File: src/rtl/usb_tx_phy_if.sv
// SIE-to-PHY transmit byte handshake.
//   tx_data  : byte to send, held stable while tx_valid=1 until tx_ready
//   tx_valid : packet request / more-data flag from the SIE
//   tx_ready : one-cycle pulse when the PHY captures tx_data
// master = SIE side, slave = PHY side.
interface usb_tx_phy_if;
  logic [7:0] tx_data;
  logic       tx_valid;
  logic       tx_ready;

  modport master (output tx_data, output tx_valid, input tx_ready);
  modport slave  (input tx_data, input tx_valid, output tx_ready);
endinterface

File: src/rtl/usb_tx_phy.sv
// USB full/low-speed transmit PHY: SYNC, NRZI + bit-stuffed data (LSB first),
// then SE0/SE0/J end-of-packet, with pad output enable.
//   i_clk    : USB clock, rising edge
//   i_reset  : synchronous active-high reset (aborts a packet, no EOP)
//   io_sie   : byte handshake from the SIE (slave side)
//   o_tx_dp  : D+ drive value
//   o_tx_dn  : D- drive value
//   o_tx_oe  : pad output enable, first SYNC bit through EOP J bit
module usb_tx_phy #(
  parameter int unsigned CLKS_PER_BIT = 4,
  parameter bit          LOW_SPEED    = 1'b0
) (
  input  logic            i_clk,
  input  logic            i_reset,
  usb_tx_phy_if.slave     io_sie,
  output logic            o_tx_dp,
  output logic            o_tx_dn,
  output logic            o_tx_oe
);

  localparam int unsigned TW          = (CLKS_PER_BIT > 2) ? $clog2(CLKS_PER_BIT) : 1;
  localparam logic        J_DP        = !LOW_SPEED;
  localparam logic [2:0]  STUFF_LIMIT = 3'd6;

  typedef enum logic [2:0] {
    S_IDLE,
    S_SYNC,
    S_DATA,
    S_EOP_SE0,
    S_EOP_J
  } state_t;

  state_t          r_state;
  logic [TW-1:0]   r_timer;
  logic [2:0]      r_bit_idx;
  logic [7:0]      r_shift;
  logic [2:0]      r_stuff_cnt;
  logic            r_level;     // NRZI line level, 1 = J
  logic            r_ready;
  logic            r_dp;
  logic            r_dn;
  logic            r_oe;

  logic            w_bit_end;
  logic            w_stuff_due;
  logic            w_last_bit;
  logic            w_bit;
  logic            w_level_nxt;
  logic [2:0]      w_cnt_nxt;
  logic [1:0]      w_pads_nxt;

  assign w_bit_end   = (r_timer == TW'(CLKS_PER_BIT - 1));
  assign w_stuff_due = (r_stuff_cnt == STUFF_LIMIT);
  assign w_last_bit  = (r_bit_idx == 3'd7);

  // Raw bit that goes on the wire at the next bit time (only used where a bit is emitted).
  // SYNC is 0000_0001: only bit 7 is a one. From IDLE the first SYNC bit is a zero.
  always_comb begin
    w_bit = 1'b0;
    case (r_state)
      S_SYNC: w_bit = w_last_bit ? io_sie.tx_data[0] : (r_bit_idx == 3'd6);
      S_DATA: begin
        if (w_stuff_due)     w_bit = 1'b0;
        else if (w_last_bit) w_bit = io_sie.tx_data[0];
        else                 w_bit = r_shift[1];
      end
      default: w_bit = 1'b0;
    endcase
    // NRZI: zero toggles the line, one holds it; zeros clear the run of ones
    w_level_nxt = w_bit ? r_level : ~r_level;
    w_cnt_nxt   = w_bit ? (r_stuff_cnt + 3'd1) : 3'd0;
    w_pads_nxt  = w_level_nxt ? {J_DP, ~J_DP} : {~J_DP, J_DP};
  end

  // Transmit sequencer; all outputs registered
  always_ff @(posedge i_clk) begin
    if (i_reset) begin
      r_state     <= S_IDLE;
      r_timer     <= '0;
      r_bit_idx   <= 3'd0;
      r_shift     <= 8'd0;
      r_stuff_cnt <= 3'd0;
      r_level     <= 1'b1;
      r_ready     <= 1'b0;
      r_dp        <= J_DP;
      r_dn        <= ~J_DP;
      r_oe        <= 1'b0;
    end else begin
      r_ready <= 1'b0;
      if (r_state != S_IDLE) r_timer <= w_bit_end ? '0 : (r_timer + TW'(1));

      case (r_state)
        S_IDLE: begin
          if (io_sie.tx_valid) begin
            r_state          <= S_SYNC;
            r_timer          <= '0;
            r_bit_idx        <= 3'd0;
            r_oe             <= 1'b1;
            r_level          <= w_level_nxt;
            r_stuff_cnt      <= w_cnt_nxt;
            {r_dp, r_dn}     <= w_pads_nxt;
          end
        end

        S_SYNC: begin
          if (w_bit_end) begin
            if (!w_last_bit) begin
              r_bit_idx      <= r_bit_idx + 3'd1;
              r_level        <= w_level_nxt;
              r_stuff_cnt    <= w_cnt_nxt;
              {r_dp, r_dn}   <= w_pads_nxt;
            end else if (io_sie.tx_valid) begin
              r_state        <= S_DATA;
              r_shift        <= io_sie.tx_data;
              r_ready        <= 1'b1;
              r_bit_idx      <= 3'd0;
              r_level        <= w_level_nxt;
              r_stuff_cnt    <= w_cnt_nxt;
              {r_dp, r_dn}   <= w_pads_nxt;
            end else begin
              r_state        <= S_EOP_SE0;
              r_bit_idx      <= 3'd0;
              {r_dp, r_dn}   <= 2'b00;
            end
          end
        end

        S_DATA: begin
          if (w_bit_end) begin
            if (w_stuff_due) begin
              // stuffed zero: bit index and shift register hold
              r_level        <= w_level_nxt;
              r_stuff_cnt    <= w_cnt_nxt;
              {r_dp, r_dn}   <= w_pads_nxt;
            end else if (!w_last_bit) begin
              r_bit_idx      <= r_bit_idx + 3'd1;
              r_shift        <= r_shift >> 1;
              r_level        <= w_level_nxt;
              r_stuff_cnt    <= w_cnt_nxt;
              {r_dp, r_dn}   <= w_pads_nxt;
            end else if (io_sie.tx_valid) begin
              // byte boundary with more data; stuff count carries across
              r_shift        <= io_sie.tx_data;
              r_ready        <= 1'b1;
              r_bit_idx      <= 3'd0;
              r_level        <= w_level_nxt;
              r_stuff_cnt    <= w_cnt_nxt;
              {r_dp, r_dn}   <= w_pads_nxt;
            end else begin
              r_state        <= S_EOP_SE0;
              r_bit_idx      <= 3'd0;
              {r_dp, r_dn}   <= 2'b00;
            end
          end
        end

        S_EOP_SE0: begin
          if (w_bit_end) begin
            if (r_bit_idx == 3'd1) begin
              r_state        <= S_EOP_J;
              r_bit_idx      <= 3'd0;
              r_dp           <= J_DP;
              r_dn           <= ~J_DP;
            end else begin
              r_bit_idx      <= r_bit_idx + 3'd1;
            end
          end
        end

        S_EOP_J: begin
          if (w_bit_end) begin
            r_state          <= S_IDLE;
            r_timer          <= '0;
            r_oe             <= 1'b0;
            r_level          <= 1'b1;
            r_stuff_cnt      <= 3'd0;
            r_dp             <= J_DP;
            r_dn             <= ~J_DP;
          end
        end

        default: r_state <= S_IDLE;
      endcase
    end
  end

  assign io_sie.tx_ready = r_ready;
  assign o_tx_dp         = r_dp;
  assign o_tx_dn         = r_dn;
  assign o_tx_oe         = r_oe;

endmodule

File: src/flat_wrapper.sv
// flat-port wrapper written by rule: the top's interface ports become plain ports
module usb_tx_phy_flat 
#(
  parameter int unsigned CLKS_PER_BIT = 4,
  parameter bit          LOW_SPEED    = 1'b0
)
  (i_clk, i_reset, o_tx_dp, o_tx_dn, o_tx_oe, io_sie_tx_data, io_sie_tx_valid, io_sie_tx_ready);
  usb_tx_phy_if io_sie_i ();
  input  logic i_clk;
  input  logic i_reset;
  output logic o_tx_dp;
  output logic o_tx_dn;
  output logic o_tx_oe;
  input wire logic [$bits(io_sie_i.tx_data)-1:0] io_sie_tx_data;
  input wire logic [$bits(io_sie_i.tx_valid)-1:0] io_sie_tx_valid;
  output wire logic [$bits(io_sie_i.tx_ready)-1:0] io_sie_tx_ready;
  assign io_sie_i.tx_data = io_sie_tx_data;
  assign io_sie_i.tx_valid = io_sie_tx_valid;
  assign io_sie_tx_ready = io_sie_i.tx_ready;
  usb_tx_phy #(.CLKS_PER_BIT(CLKS_PER_BIT), .LOW_SPEED(LOW_SPEED)) u_core (.i_clk(i_clk), .i_reset(i_reset), .io_sie(io_sie_i), .o_tx_dp(o_tx_dp), .o_tx_dn(o_tx_dn), .o_tx_oe(o_tx_oe));
endmodule
File: config.mk
export PLATFORM = sky130hd
export DESIGN_NAME = usb_tx_phy_flat
export DESIGN_NICKNAME = d
export VERILOG_FILES = /design/src/rtl/usb_tx_phy_if.sv /design/src/rtl/usb_tx_phy.sv /design/src/flat_wrapper.sv
export SDC_FILE = /design/constraint.sdc
export NUM_CORES = 1
export LEC_CHECK = 0
export ABC_CLOCK_PERIOD_IN_PS = 2350
export CORE_MARGIN = 8
export CORE_UTILIZATION = 45
export CTS_BUF_LIST = sky130_fd_sc_hd__clkbuf_16
export DETAILED_ROUTE_END_ITERATION = 16
export GPL_TIMING_DRIVEN = 0
export PLACE_DENSITY = 0.7
export SYNTH_ARGS = -nofsm -noshare
export SYNTH_HDL_FRONTEND = slang
export SYNTH_SLANG_ARGS = --single-unit
File: constraint.sdc
create_clock -name i_clk -period 2.35 [get_ports i_clk]
set_input_delay 0.47 -clock i_clk [delete_from_list [all_inputs] [get_ports i_clk]]
set_output_delay 0.47 -clock i_clk [all_outputs]
set_load 0.02 [all_outputs]
==> results.md, run 1 <==
- Status: finished clean
- CP max FO: 9
- Post-CTS Resized: 0
- Critical path class: register to register
- Fmax: 467 MHz
- Seq pwr share: 43.6%
- Syn nets: 227
- Seq cells post-synth: 23
- Maxcap violations: 0
- Detailed Routing Iterations Pass 1: 5
- Switching power: 0.240 mW
- Pre-CTS setup slack: 0.228 ns
- FP Rows: 21
- DIE AREA: 5680 µm²
- Die Height: 75.4 µm
- Gr usage total: 14.8%
- Seq/Total Area, Yosys: 29.0%
- Area delta synth->final: 16.3%
- TritonCTS clock tree: done
- Die W: 75.4 µm
- # IOs: 15
- Clk pwr share: 40.5%
- Synth warnings: 0
- CP Buf/Inv Count: 1
- Fillers: 374
- ANT nets after route: 0
- Post-synth ARST share: 0%
- Vias in the first global route: 1450
- First-pass GRT wire length: 6.75 mm
- Peak supply drop: 0.251 mV
- Final worst slack: 0.207 ns
- Final setup vio count: 0
- H-tree levels: 1
- Post-Synthesis Cells: 208
- Hold slack: 0.459 ns
- Worst-case reg-to-reg path depth: 6
- Post-detail-place hpwl: 2.95 mm
- Initial core utilization: 47.1%
- Total power: 0.940 mW
- CP max stage delay: 0.48 ns
- Pwr/cell area: 510 nW/µm²
- Post-CTS setup buffer count: 0
- Drt wl/cell: 14.8 µm
- Worst-path clk slew: 0.06 ns
- Most frequent CP cell: ha_1
- Port buffer count: 12
- Via density: 5.84
- Max_slew headroom: 64.7%
- Later-pin clock latency in the skew report: 0.26 ns
- Grt ovf: 0
- Routed via count: 1578
- GRT busiest layer: met2
- Final WL: 3.99 mm
- Clock Tree Buf Depth: 2
- Layout cell share with drive strength beyond 1: 6.70%
- RSZ-0062 raised after global routing: yes
- Finished Cell Area: 1840 µm²
- Total internal power: 0.700 mW
- Syn_area_per_cell: 7.62 µm²
- Minimum clock period after layout: 2.14 ns
- DP Area: 1760 µm²
- Reg-to-reg slack, setup: 0.21 ns
- Antenna violations before repair: 0
- Fin. max-slew vios: 0
- CP delay by family, top: compound AO/OA/AOI/OAI gates
- CP Depth: 6
- Req. time, crit path: 2.51 ns
- Residual DRC: 0
- Final net count: 244
- Setup_tns: 0 ns
- Layout Skew: 0.00525 ns
- Largest net degree at the start of global routing: 14
- CTS sink count: 23
- Initial DRC Count: 129
- Clk root buf: clkbuf_16
- Mapped Area: 1590 µm²
- Post-synth cell types: 44
- Crit path cell chain: ha_1 > ha_1 > clkbuf_1 > nand3b_1 > a221o_1 > a221oi_1
- Least-Margin Pin Slew: 0.529 ns
- Leakage: 0.657 nW
- CP max stage cell: a221o_1
- Number of hold buffers added after cts: 0
- CP startpoint kind: register
- CP endpoint kind: register
- Hold WC Path Type: register to register
- M3 GR Usage: 2.63%
- Hold depth: 2
- Met2 usage: 23.6%
- WP data arrival: 2.30 ns
- Sw Share: 25.6%
- CTS Buf Count: 3
- Final Hold Fails: 0
- EDFF count, synth: 0
- Comb power frac: 15.9%
- Routability cong.: 0.930
- Ys flop type: dfxtp_1
- # diodes: 0
- Core box area: 3360 µm²
- Met1 Resource Use GR: 19.8%
- Tcrit/Tclk final: 91.2%
[power by group through the flow]
| stage | registers [mW] | clock network [mW] | logic (mW) |
|---|---|---|---|
| floorplan | 0.425 | 0 | 0.0929 |
| global placement | 0.418 | 0 | 0.148 |
| detailed placement | 0.419 | 0 | 0.148 |
| CTS | 0.410 | 0.386 | 0.149 |
| finish | 0.410 | 0.380 | 0.150 |
| global route | 0.412 | 0.396 | 0.167 |
[metal layers]
metal  wire length (µm)  vias to the layer above
met1               1880                      735
met5                  0                        -
met3                241                        7
li1                   -                      788
met2               1790                       48
met4                 72                        0
[placed cells by master (no fill, tap or decap), drive strengths merged, types with 2 or more instances in the layout]
cell           instances
clkbuf                12
a32o                   3
xnor2                  2
buf                    9
mux2i                  2
nor3b                  3
nand3b                 9
a31oi                  2
a21oi                 17
a221oi                 6
a2111oi                2
nor2                  14
or3                    2
nand4b                 2
o31a                   2
a211oi                 5
o211ai                 2
ha                     8
clkdlybuf4s50         12
nor3                   7
o22ai                  5
a21boi                 2
dfxtp                 23
nor4                   2
nand2b                 7
inv                   13
nor2b                  4
o21ai                 15
nand2                 16
nand3                  4
[sequential cells by signal, indices dropped and copies added, names as in the netlist]
| name | flops |
|---|---|
| u_core.r_shift | 7 |
| u_core.r_bit_idx | 3 |
| u_core.r_state | 3 |
| u_core.r_stuff_cnt | 3 |
| u_core.r_timer | 2 |
| u_core.io_sie.tx_ready | 1 |
| u_core.o_tx_dn | 1 |
| u_core.o_tx_dp | 1 |
| u_core.o_tx_oe | 1 |
| u_core.r_level | 1 |
[tightest hold or removal path, stage by stage, from the launching register on]
cell and delay (ns):
dfxtp_1 0.31, nand2_1 0.05, a21oi_1 0.05
[cells in the mapped netlist (6+ instances only)]
master	instances	area [µm²]
dfxtp_1	23	460
a21oi_1	17	85.1
nand2_1	16	60.1
o21ai_0	15	75.1
nor2_1	14	52.6
inv_1	13	48.8
nand3b_1	9	67.6
clkbuf_1	8	30.0
ha_1	8	100
nand2b_1	7	43.8
nor3_1	7	35.0
a221oi_1	6	52.6
[final timing paths]
path / startpoint / endpoint
worst max-delay path: u_core.r_bit_idx[0] / u_core.r_shift[6]
worst min-delay path: u_core.r_shift[7] / u_core.r_shift[7]
worst max register to register: u_core.r_bit_idx[0] / u_core.r_shift[6]
worst min register to register: u_core.r_shift[7] / u_core.r_shift[7]
[cell families (layout without fill, tap and decap cells)]
group | count (synthesis) | in the layout | share of synthesized area (%)
simple gates | 74 | 74 | 25.3
compound gates | 66 | 66 | 27.4
buf+inv | 31 | 47 | 8.29
flops | 23 | 23 | 29.0
fa+ha+maj | 8 | 8 | 6.31
xor+xnor | 3 | 3 | 1.66
mux | 3 | 3 | 1.97
[final cells by class]
class | count | area [µm²] | area share [%]
timing repair buffer | 12 | 120 | 6.52
tap | 46 | 57.6 | 3.12
clock inverter | 1 | 5.00 | 0.272
clock buffer | 3 | 75.1 | 4.07
sequential | 23 | 460 | 25.0
inverter | 13 | 48.8 | 2.65
multi-input combinational | 154 | 993 | 53.9
buffer | 18 | 82.6 | 4.48
[through the flow]
| step | std cells | util, % |
|---|---|---|
| 2_1_floorplan | 208 | - |
| 3_5_place_dp | 266 | 52.4 |
| 4_1_cts | 270 | 54.8 |
| 6_report | 270 | 54.8 |
| 3_3_place_gp | 266 | 52.4 |
| 5_1_grt | 270 | 54.8 |
No activity file was read; power rests on OpenSTA's default activity.
==> run 2, diff against run 1 <==
Settings changed: CAP_MARGIN set to 30, CORE_ASPECT_RATIO set to 0.5, SKIP_CTS_REPAIR_TIMING set to 1.
==> run 2 against run 1 <==
  * Sequential share of layout area is 0.068 points lower
  * Clock skew is 0.00051 ns higher
  * Global-route usage is 0.25 points higher
  * Design area is 0.27% higher
  * Register-to-register slack hardly changed
  * Wire length is 4.5% higher
  * Via count is 2.7% lower
  * Utilization is 0.40 points lower
  * Flip-flop and latch count stayed put
  * Critical path depth is 2 higher
  * Non-clock buffer count stayed put
  * Clock power is 3% lower
  * Critical path type unchanged
  * Largest power group unchanged
  * Highest routed layer unchanged
==> results.md, run 2 (synthesis results as in run 1) <==
- Status: finished clean
- Fin. max-slew vios: 0
- Most frequent cells in the layout: dfxtp_1 (23), a21oi_1 (17), nand2_1 (16)
- Worst reg2reg path startpoint: u_core.r_bit_idx[0]
- DIE AREA: 5790 µm²
- # diodes: 0
- Worst-path clk slew: 0.06 ns
- Die W: 99.9 µm
- Hold WC Path Type: register to register
- Core box area: 3400 µm²
- Maxcap violations: 0
- CP max FO: 9
- Via density: 5.59
- Routed via count: 1536
- Antenna violations before repair: 0
- RSZ-0062 raised after global routing: no
- Final setup vio count: 0
- Final Hold Fails: 0
- Minimum clock period after layout: 2.16 ns
- Worst-case reg-to-reg path depth: 8
- Least-Margin Pin Slew: 0.565 ns
- Detailed Routing Iterations Pass 1: 5
- Most frequent CP cell: ha_1
- Max_slew headroom: 62.3%
- CP max stage cell: dfxtp_1
- Peak supply drop: 0.228 mV
- Hold slack: 0.454 ns
- WP data arrival: 2.34 ns
- Largest register FFs: 7
- Largest net degree at the start of global routing: 13
- Grt ovf: 0
- Leakage: 0.659 nW
- Later-pin clock latency in the skew report: 0.26 ns
- Layout Skew: 0.00576 ns
- CTS Buf Count: 3
- Pre-CTS setup slack: 0.221 ns
- Critical path class: register to register
- FP Rows: 15
- Routability cong.: 0.958
- Crit path cell chain: ha_1 > ha_1 > clkbuf_1 > nand3b_1 > a21oi_1 > nor2_1 > mux2_2 > a32oi_1
- Setup_tns: 0 ns
- Die Height: 58.0 µm
- Post-detail-place hpwl: 3.11 mm
- Final worst slack: 0.195 ns
- CTS sink count: 23
- Req. time, crit path: 2.53 ns
- Residual DRC: 0
- Final WL: 4.17 mm
- Clock Tree Buf Depth: 2
- Tcrit/Tclk final: 91.7%
- Initial core utilization: 46.7%
- First-pass GRT wire length: 7.03 mm
- Hold depth: 2
- CP max stage delay: 0.40 ns
- Port buffer count: 12
- Clk root buf: clkbuf_16
- Hold Path End: u_core.r_shift[7]
- Pwr/cell area: 502 nW/µm²
- # IOs: 15
- TritonCTS clock tree: done
- Reg2reg end: u_core.r_level
- Most flops, register: u_core.r_shift
- Reg-to-reg slack, setup: 0.19 ns
- CP startpoint kind: register
- Most common cell after layout, fill and taps aside: dfxtp_1
- Layout cell share with drive strength beyond 1: 6.25%
- Gr usage total: 15.0%
- Drt wl/cell: 15.2 µm
- Initial DRC Count: 120
- Hold Crit Start: u_core.r_shift[7]
- Area delta synth->final: 16.6%
- Fmax: 464 MHz
- Final net count: 244
- CP endpoint kind: register
- ANT nets after route: 0
- Vias in the first global route: 1446
- H-tree levels: 1
## run 2: cell types whose count changed in the layout (fill, tap and decap cells not counted), sizes merged
cell / delta
clkinv: -1
inv: +1
## run 2: final cells by class
class	count	area, µm²
flip-flops and latches	23	460
repair buffers	12	120
multi-input cells	154	993
inverters	13	48.8
clock inverters	1	3.75
clock buffers	3	75.1
plain buffers	18	82.6
fillers	347	1550
well taps	51	63.8
## run 2: per-layer routing
layer / up-vias / global-route usage [%] / share of wire [%]
li1: 785 / - / -
met1: 704 / 20.7 / 50
met2: 45 / 22.7 / 42
met3: 2 / 3.46 / 7.1
met4: 0 / 4.48 / 0.82
met5: - / 0 / 0
## run 2: power breakdown
part,switching (mW),leakage (nW),internal [mW],total (mW)
clock,0.140,0.0423,0.227,0.367
sequential,0.00702,0.187,0.403,0.410
combinational,0.0825,0.430,0.0677,0.150
total,0.230,0.659,0.698,0.927
## run 2: through the flow
step / cell area, µm² / total power [mW] / cells / util (%)
floorplan: 1590 / 0.518 / 208 / -
global placement: 1770 / 0.567 / 271 / 52.1
detailed placement: 1770 / 0.568 / 271 / 52.1
CTS: 1850 / 0.945 / 275 / 54.4
global route: 1850 / 0.968 / 275 / 54.4
finish: 1850 / 0.927 / 275 / 54.4
## run 2: worst max path at each step
stage,slack (ns),from,depth (start not counted),to
floorplan,0.47,u_core.r_bit_idx[0],5,u_core.r_shift[1]
global placement,0.23,u_core.r_bit_idx[0],8,u_core.r_level
detailed placement,0.22,u_core.r_bit_idx[0],8,u_core.r_level
CTS,0.20,u_core.r_bit_idx[0],6,u_core.r_shift[1]
global route,0.0004,u_core.r_bit_idx[0],6,u_core.r_shift[1]
finish,0.19,u_core.r_bit_idx[0],8,u_core.r_level
## run 2: worst max-delay path, delay by kind of cell (launching register included)
| kind | cells | cell delay [ns] |
|---|---|---|
| and+or+nand+nor | 2 | 0.35 |
| muxes | 1 | 0.39 |
| buffers and inverters | 1 | 0.34 |
| adders and majority gates | 2 | 0.34 |
| DFF | 1 | 0.40 |
| AOI/OAI and AO/OA | 2 | 0.27 |
